===== config.mk =====
export PLATFORM = sky130hd
export DESIGN_NAME = read_miss_issuer
export DESIGN_NICKNAME = d
export VERILOG_FILES = /design/src/rtl/read_miss_issuer.sv
export SDC_FILE = /design/constraint.sdc
export NUM_CORES = 1
export LEC_CHECK = 0
export CAP_MARGIN = 20
export CELL_PAD_IN_SITES_DETAIL_PLACEMENT = 1
export CELL_PAD_IN_SITES_GLOBAL_PLACEMENT = 1
export CORE_UTILIZATION = 30
export CTS_CLUSTER_DIAMETER = 60
export DETAILED_ROUTE_END_ITERATION = 8
export PLACE_DENSITY_LB_ADDON = 0.1
export SLEW_MARGIN = 0
export SYNTH_ARGS = -nofsm -noshare
export SYNTH_HDL_FRONTEND = slang
export SYNTH_SLANG_ARGS = --single-unit

===== constraint.sdc =====
create_clock -name clk -period 2.5 [get_ports clk]
set_clock_uncertainty 0.05 [all_clocks]
set_input_delay 0.5 -clock clk [delete_from_list [all_inputs] [get_ports clk]]
set_output_delay 0.5 -clock clk [all_outputs]
set_load 0.01 [all_outputs]

===== src/rtl/read_miss_issuer.sv =====
// Read-miss issuer: accepts a tag-lookup miss, pushes it into R_MISS_FIFO,
// then issues one line-aligned AXI AR, tracking outstanding misses.
`ifndef AXI_ADDR_WIDTH
`define AXI_ADDR_WIDTH 32
`endif
`ifndef TID_WIDTH
`define TID_WIDTH 4
`endif
`ifndef AXI_ID_WIDTH
`define AXI_ID_WIDTH 4
`endif

module read_miss_issuer #(
  parameter int ADDR_WIDTH = `AXI_ADDR_WIDTH,
  parameter int TID_WIDTH  = `TID_WIDTH,
  parameter int ID_WIDTH   = `AXI_ID_WIDTH,
  parameter int MAX_OUTS   = 8,
  parameter int LINE_OFS   = 6
) (
  input  logic                              clk,
  input  logic                              rst_n,
  input  logic                              valid_i,
  output logic                              ready_o,
  input  logic [ADDR_WIDTH+TID_WIDTH-1:0]   miss_i,
  output logic                              write_en_o,
  input  logic                              full_i,
  output logic [ADDR_WIDTH+TID_WIDTH-1:0]   wdata_fifo_o,
  output logic                              arvalid_o,
  input  logic                              arready_i,
  output logic [ADDR_WIDTH-1:0]             araddr_o,
  output logic [ID_WIDTH-1:0]               arid_o,
  input  logic                              done_i,
  output logic [$clog2(MAX_OUTS+1)-1:0]     outs_o
);

  localparam int OW = $clog2(MAX_OUTS + 1);
  localparam logic [OW-1:0] MAX_CNT = OW'(MAX_OUTS);
  localparam logic [ADDR_WIDTH-1:0] LINE_MASK =
    ~((ADDR_WIDTH'(1) << LINE_OFS) - ADDR_WIDTH'(1));

  typedef enum logic [1:0] {
    S_IDLE  = 2'd0,
    S_PUSH  = 2'd1,
    S_ISSUE = 2'd2
  } state_t;

  state_t                          state, state_next;
  logic [ADDR_WIDTH+TID_WIDTH-1:0] req_q;
  logic [ID_WIDTH-1:0]             id_q;
  logic [OW-1:0]                   outs_q;
  logic                            rdy;
  logic                            load;
  logic                            push;
  logic                            ar_hs;

  always_ff @(posedge clk or negedge rst_n) begin
    if (!rst_n) state <= S_IDLE;
    else        state <= state_next;
  end

  always_comb begin
    state_next = state;
    rdy        = 1'b0;
    load       = 1'b0;
    push       = 1'b0;
    ar_hs      = 1'b0;
    arvalid_o  = 1'b0;
    unique case (state)
      S_IDLE: begin
        rdy = (outs_q < MAX_CNT) && !full_i;
        if (valid_i && rdy) begin
          load       = 1'b1;
          state_next = S_PUSH;
        end
      end
      S_PUSH: begin
        if (!full_i) begin
          push       = 1'b1;
          state_next = S_ISSUE;
        end
      end
      S_ISSUE: begin
        arvalid_o = 1'b1;
        if (arready_i) begin
          ar_hs      = 1'b1;
          state_next = S_IDLE;
        end
      end
      default: state_next = S_IDLE;
    endcase
  end

  always_ff @(posedge clk or negedge rst_n) begin
    if (!rst_n)    req_q <= '0;
    else if (load) req_q <= miss_i;
  end

  always_ff @(posedge clk or negedge rst_n) begin
    if (!rst_n)     id_q <= '0;
    else if (ar_hs) id_q <= id_q + 1'b1;
  end

  // Simultaneous push and done cancel; done at zero is dropped.
  always_ff @(posedge clk or negedge rst_n) begin
    if (!rst_n) begin
      outs_q <= '0;
    end else begin
      unique case ({push, done_i})
        2'b10:   outs_q <= outs_q + 1'b1;
        2'b01:   if (outs_q != '0) outs_q <= outs_q - 1'b1;
        default: outs_q <= outs_q;
      endcase
    end
  end

  assign ready_o      = rdy;
  assign write_en_o   = push;
  assign wdata_fifo_o = req_q;
  assign araddr_o     = req_q[ADDR_WIDTH-1:0] & LINE_MASK;
  assign arid_o       = id_q;
  assign outs_o       = outs_q;

endmodule


==> results of run 1 <==
[synth_stat cells, types with 2 or more instances]
master	instances	area, sq um
a21oi_1	2	10.0
buf_2	3	15.0
buf_4	32	240
buf_6	4	45.0
clkbuf_1	2	7.51
dfrtp_1	46	1150
ha_1	2	25.0
inv_1	3	11.3
mux2_2	7	78.8
mux2_4	30	450
mux2i_1	2	20.0
nand2_1	3	11.3
nand4_1	2	12.5
nor2_1	2	7.51
nor2b_1	2	12.5
nor3_1	2	10.0
nor3b_1	2	15.0
xnor2_1	4	35.0
[metrics by stage]
step	setup TNS (ps)	hold WS (ps)	instance area, sq um	setup slack [ps]
finish	0	95.9	3530	128
global route	0	118	3530	36.5
CTS	0	100	3530	8.88
detailed placement	-97.3	424	3440	-68.5
global placement	-57.2	421	3440	-57.2
floorplan	0	154	2390	537
[power groups by stage]
stage / clock network, mW / logic [mW] / registers (mW)
after global placement: 0 / 2.17 / 1.41
after CTS: 0.493 / 2.20 / 1.41
after floorplan: 0 / 1.13 / 1.48
after detailed placement: 0 / 2.19 / 1.42
final: 0.466 / 2.17 / 1.40
after global routing: 0.512 / 2.31 / 1.46
[final cells by class]
class / instances / share of cell area [%]
clock buffer: 5 / 1.95
timing repair buffer: 124 / 34.7
tap: 102 / 3.61
sequential: 46 / 32.6
multi-input combinational: 87 / 25.7
inverter: 4 / 0.780
clock inverter: 3 / 0.602
[registers in the layout, indices dropped and copies added, names as in the netlist]
signal / count
state: 2
arid_o: 4
wdata_fifo_o: 36
outs_o: 4
[worst paths after layout]
kind / end / start / cells after the start
worst max-delay path: ready_o / full_i / 4
worst min-delay path: wdata_fifo_o[17] / rst_n / 2
worst max register to register: outs_o[1] / state[0] / 7
worst min register to register: arid_o[3] / arid_o[3] / 1
max in group asynchronous: wdata_fifo_o[3] / rst_n / 2
min in group clk: arid_o[3] / arid_o[3] / 1
[metal layers]
layer	wire length, um	up-vias	GRT usage (%)
met4	97	0	4.76
li1	-	751	-
met5	0	-	0
met3	281	8	3.10
met1	2450	798	18.2
met2	2420	66	19.8
[cells by family after synthesis]
| logic type | count (synthesis) |
|---|---|
| other | 1 |
| buffers and inverters | 45 |
| xor gates and xnor gates | 5 |
| muxes | 39 |
| AOI/OAI and AO/OA | 12 |
| and+or+nand+nor | 23 |
| adders and majority gates | 2 |
| DFF | 46 |
[timing repair]
action / in CTS / in global routing
gates resized for setup: 1 / 1
cloned: 0 / 0
pin swaps: 0 / 1
hold buffers: 0 / 0
endpoints found under the setup margin: 1 / 1
endpoints found under the hold margin: 0 / 0
[cells in the final DEF, fill, tap and decap left out, types with 2 or more instances in the layout]
cell type / Yosys / routed
nand2_1: 3 / 3
nor2b_1: 2 / 2
inv_1: 3 / 3
mux2i_1: 2 / 2
nor3b_1: 2 / 2
ha_1: 2 / 2
nor2_1: 2 / 2
clkbuf_8: 0 / 5
nor3_1: 2 / 2
mux2_4: 30 / 30
buf_4: 32 / 9
nand4_1: 2 / 2
dfrtp_1: 46 / 46
a21oi_1: 2 / 2
mux2_2: 7 / 7
conb_1: 1 / 6
xnor2_1: 4 / 4
clkdlybuf4s50_1: 0 / 112
==> run metrics, run 1 <==
row cnt=32; status=finished clean; initial DRC count=25; largest net degree at the start of global routing=30; HP Class=in -> async; Req. time, crit path=between 1500 and 2000 ps; CP cell instances=clkdlybuf4s50_1 -> buf_4 -> nor4_4 -> clkdlybuf4s50_1; Layout Nets=approximately 310; IO Port Bufs=around 110; ratio of cells with drive above 1 in the final layout=23.4%; I/O pins=around 120; fin cells=371; Setup CP Type=in -> out; Worst Setup Start Kind=input port; crit end category=output pin; cell count after placement=~360; max-cap violations=0; GRT Overall Usage=between 10% and 20%; ANT cells=0; Crit path max-delay family=buffers and inverters; register area share after synthesis=between 40% and 50%; first-pass GRT wire length=approximately 8500 um; core area=approximately 7700 sq um; worst-path fanout max=4; DR DRC count=0; vias in the first global route=roughly 1600; Final Core Density=around 46%; clock period minus worst slack=2370 ps; final HPWL from detailed placement=between 3000 and 4000 um; Logic pwr share=around 54%; Power Internal=2.73 mW; area share of and/or/nand/nor cells after synthesis=under 10%; DR WL/cell=around 14 um; vias=~1600; Power Dens Cells=1140 nW/um^2; fill cell count=~800; Chip Width=approximately 90 um; most used cell, CP=clkdlybuf4s50_1; Final GP Congestion=approximately 0.69; clk root buf=clkbuf_8; pins over their slew limit=0; H-Tree Depth=2; reported net switching power=around 1.3 mW; Fin. Hold Viols=0; clock buffer depth=2; die height=between 90 and 100 um; Pre-antenna DRT Iters=4; critical path's slowest cell=clkdlybuf4s50_1; final setup violation count=0; Final period util=a little over nine tenths; Flop pwr share=34.6%; post-synthesis xor/xnor area fraction=under 10%; largest family of logic cells by synthesized area=multiplexers; Switching Share=between 30% and 40%; Primary FF master, synth=dfrtp_1; EDFF count, synth=0; # Post-CTS Setup Buffers=0; Avg Inst Size Synth=13.7 sq um; clock sinks=between 40 and 50; Critical Path Max Stage Delay=roughly 600 ps; clock share of power=a little under an eighth; Post-Synth Adder-Cell Area=under 10%; sequential cell area=approximately 1200 sq um; Crit path arrival time=1820 ps; LEAKAGE=1.57 nW; Initial Utilization=30.9%; multi-input logic area=908 sq um; FF+latch count, synth=between 40 and 50; Clk Latency, worst-skew pair=just under 300 ps; RSZ-0062 raised after global routing=no; post-synthesis mux area share=23.1%; Reg clk slew, reported paths=~100 ps; flop2flop setup slack=480 ps; Overall Power=4.04 mW; synthesized area=between 2000 and 2500 sq um; final antenna-violating net count=0; CTS Buf Count=5; Ys Warns=0; Yosys cell types=41; Fmax=422 MHz; mean number of vias per cell=between 4 and 5; die area=8270 sq um; post-synthesis compound-gate area fraction=about 4.3%; Synth-to-Final Area Change=48.8%; initial antenna violation count=0; Post-Route WL=around 5200 um; Peak VDD IR=about 380 uV; Worst Path Buf+Inv=3; Syn Inst Count=173; CTS tree=done; GR Overflow Total=0; FFs w/ async S/R, synth=100%
(Power assumes the default switching activity.)
==> run 2: changes to the inputs <==
--- a/config.mk
+++ b/config.mk
@@ -8,7 +8,7 @@
 export CAP_MARGIN = 20
 export CELL_PAD_IN_SITES_DETAIL_PLACEMENT = 1
 export CELL_PAD_IN_SITES_GLOBAL_PLACEMENT = 1
-export CORE_UTILIZATION = 30
+export CORE_UTILIZATION = 33
 export CTS_CLUSTER_DIAMETER = 60
 export DETAILED_ROUTE_END_ITERATION = 8
 export PLACE_DENSITY_LB_ADDON = 0.1
==> constraint.sdc (replaced) <==
create_clock -name clk -period 3.05 [get_ports clk]
set_clock_uncertainty 0.05 [all_clocks]
set_input_delay 0.61 -clock clk [delete_from_list [all_inputs] [get_ports clk]]
set_output_delay 0.61 -clock clk [all_outputs]
set_load 0.01 [all_outputs]
==> run 2 against run 1 <==
Effect of this change: design area is 1.8% lower; die area is 8.9% lower; core utilization is 4.6 points higher; final cell count is 4.0% lower; largest cell class is now sequential cells; sequential cell count stayed put; critical path depth stayed put; highest routed layer unchanged; setup slack better by 52 ps.
==> run metrics, run 2 (synthesized netlist as in run 1, its figures left out) <==
# Post-CTS Setup Buffers=0; fin area=between 3000 and 4000 sq um; Pre-antenna DRT Iters=4; HP Class=in -> async; LEAKAGE=1.52 nW; Critical Path Max Stage Delay=540 ps; Final Core Density=50.5%; mean number of vias per cell=between 4 and 5; pins over their slew limit=0; clock share of power=about 14%; most common cell after layout, fill and taps aside=clkdlybuf4s50_1; Req. time, crit path=between 2000 and 2500 ps; Fin. Hold Viols=0; GRT Overall Usage=between 10% and 20%; Clk Latency, worst-skew pair=between 200 and 300 ps; core area=~7000 sq um; max reg flops=36; die area=7540 sq um; vias=roughly 1600; Power Internal=between 2 and 2.5 mW; first-pass GRT wire length=roughly 8700 um; Worst Tran Pin Value=approximately 680 ps; largest net degree at the start of global routing=37; Switching Share=31.8%; Logic pwr share=a little over half; CTS resizes=0; Final period util=94.1%; H-Tree Depth=2; crit end category=output pin; CP cell instances=clkdlybuf4s50_1 -> or3b_1 -> clkinv_8 -> clkdlybuf4s50_1; Peak VDD IR=between 300 and 400 uV; reported net switching power=about 1.1 mW; worst-path fanout max=10; cts hold-fix bufs=0; CTS Buf Count=5; final setup violation count=0; Flop pwr share=about 34%; clock period minus worst slack=between 2000 and 3000 ps; Worst Setup Start Kind=input port; initial antenna violation count=0; Post-Route WL=5420 um; vias in the first global route=about 1600; Layout Nets=304; max-cap violations=0; status=finished clean; die height=86.8 um; setup TNS=0 ps; clock buffer depth=2; I/O pins=between 100 and 150; commonest cells after routing, fill and taps aside=clkdlybuf4s50_1 (113), dfrtp_1 (46), mux2_4 (30); DR WL/cell=approximately 15 um; Chip Width=86.8 um; Power Dens Cells=just under 1000 nW/um^2; Synth-to-Final Area Change=46.1%; row cnt=30; clock sinks=46; RSZ-0062 raised after global routing=no; CTS tree=done; Crit path arrival time=between 2000 and 2500 ps; placed inst area=between 3000 and 4000 sq um; Rel. slew slack=a little over half; critical path's slowest cell=clkdlybuf4s50_1; initial DRC count=38; ratio of cells with drive above 1 in the final layout=20.4%; Initial Utilization=between 30 and 40%; Final GP Congestion=approximately 0.67; most used cell, CP=clkdlybuf4s50_1; ANT cells=0; GR Overflow Total=0; Fmax=roughly 350 MHz; IO Port Bufs=about 110; DR DRC count=0; Overall Power=~3.4 mW; Reg clk slew, reported paths=about 80 ps; final HPWL from detailed placement=just under 4000 um; final antenna-violating net count=0; Setup CP Type=in -> out; clk root buf=clkbuf_8
-- run 2: worst paths after layout --
kind | from | endpoint | slack, ps | cells past startpoint
min in group clk | arid_o[3] | arid_o[3] | 450 | 1
hold / removal | rst_n | wdata_fifo_o[14] | 160 | 1
setup reg to reg | state[1] | outs_o[1] | 910 | 7
hold reg to reg | arid_o[3] | arid_o[3] | 450 | 1
max in group asynchronous | rst_n | wdata_fifo_o[35] | 2050 | 2
setup / recovery | full_i | write_en_o | 180 | 4
-- run 2: worst max-delay path, delay by kind of cell --
family                 cells  cell delay (ps)
and+or+nand+nor            1              510
buffers and inverters      3             1080
-- run 2: cell type report --
type / count / area [sq um]
Fill cell: 713 / 3400
Sequential cell: 46 / 1150
Multi-Input combinational cell: 87 / 906
Timing Repair Buffer: 116 / 1150
Inverter: 4 / 27.5
Tap cell: 96 / 120
Clock inverter: 1 / 30.0
Clock buffer: 6 / 82.6
-- run 2: power by group through the flow --
stage	Clock (mW)	Combinational (mW)	Sequential [mW]
2_1_floorplan	0	0.924	1.21
3_3_place_gp	0	1.76	1.16
3_5_place_dp	0	1.78	1.17
4_1_cts	0.482	1.79	1.17
5_1_grt	0.507	1.89	1.21
6_report	0.467	1.77	1.16
-- run 2: stage by stage --
step	hold slack [ps]	setup WS [ps]	cells
after detailed placement	437	180	349
after CTS	157	178	356
after global placement	411	191	349
after global routing	163	118	356
final	156	180	356
after floorplan	264	977	178
-- run 2: per-layer routing --
layer | GRT usage, % | vias to the layer above | share of wire, %
met5 | 0 | - | 0
met4 | 3.64 | 0 | 0.50
met3 | 3.81 | 2 | 5.9
met2 | 23.4 | 71 | 47
met1 | 21.2 | 815 | 47
li1 | - | 728 | -
==> run 3: changes to the inputs <==
--- a/config.mk
+++ b/config.mk
@@ -5,12 +5,12 @@
 export SDC_FILE = /design/constraint.sdc
 export NUM_CORES = 1
 export LEC_CHECK = 0
-export CAP_MARGIN = 20
 export CELL_PAD_IN_SITES_DETAIL_PLACEMENT = 1
 export CELL_PAD_IN_SITES_GLOBAL_PLACEMENT = 1
 export CORE_UTILIZATION = 33
 export CTS_CLUSTER_DIAMETER = 60
 export DETAILED_ROUTE_END_ITERATION = 8
+export HOLD_SLACK_MARGIN = 0.08
 export PLACE_DENSITY_LB_ADDON = 0.1
 export SLEW_MARGIN = 0
 export SYNTH_ARGS = -nofsm -noshare
==> results of run 3 <==
No change in the layout: final DEF, timing and power equal those of run 2.
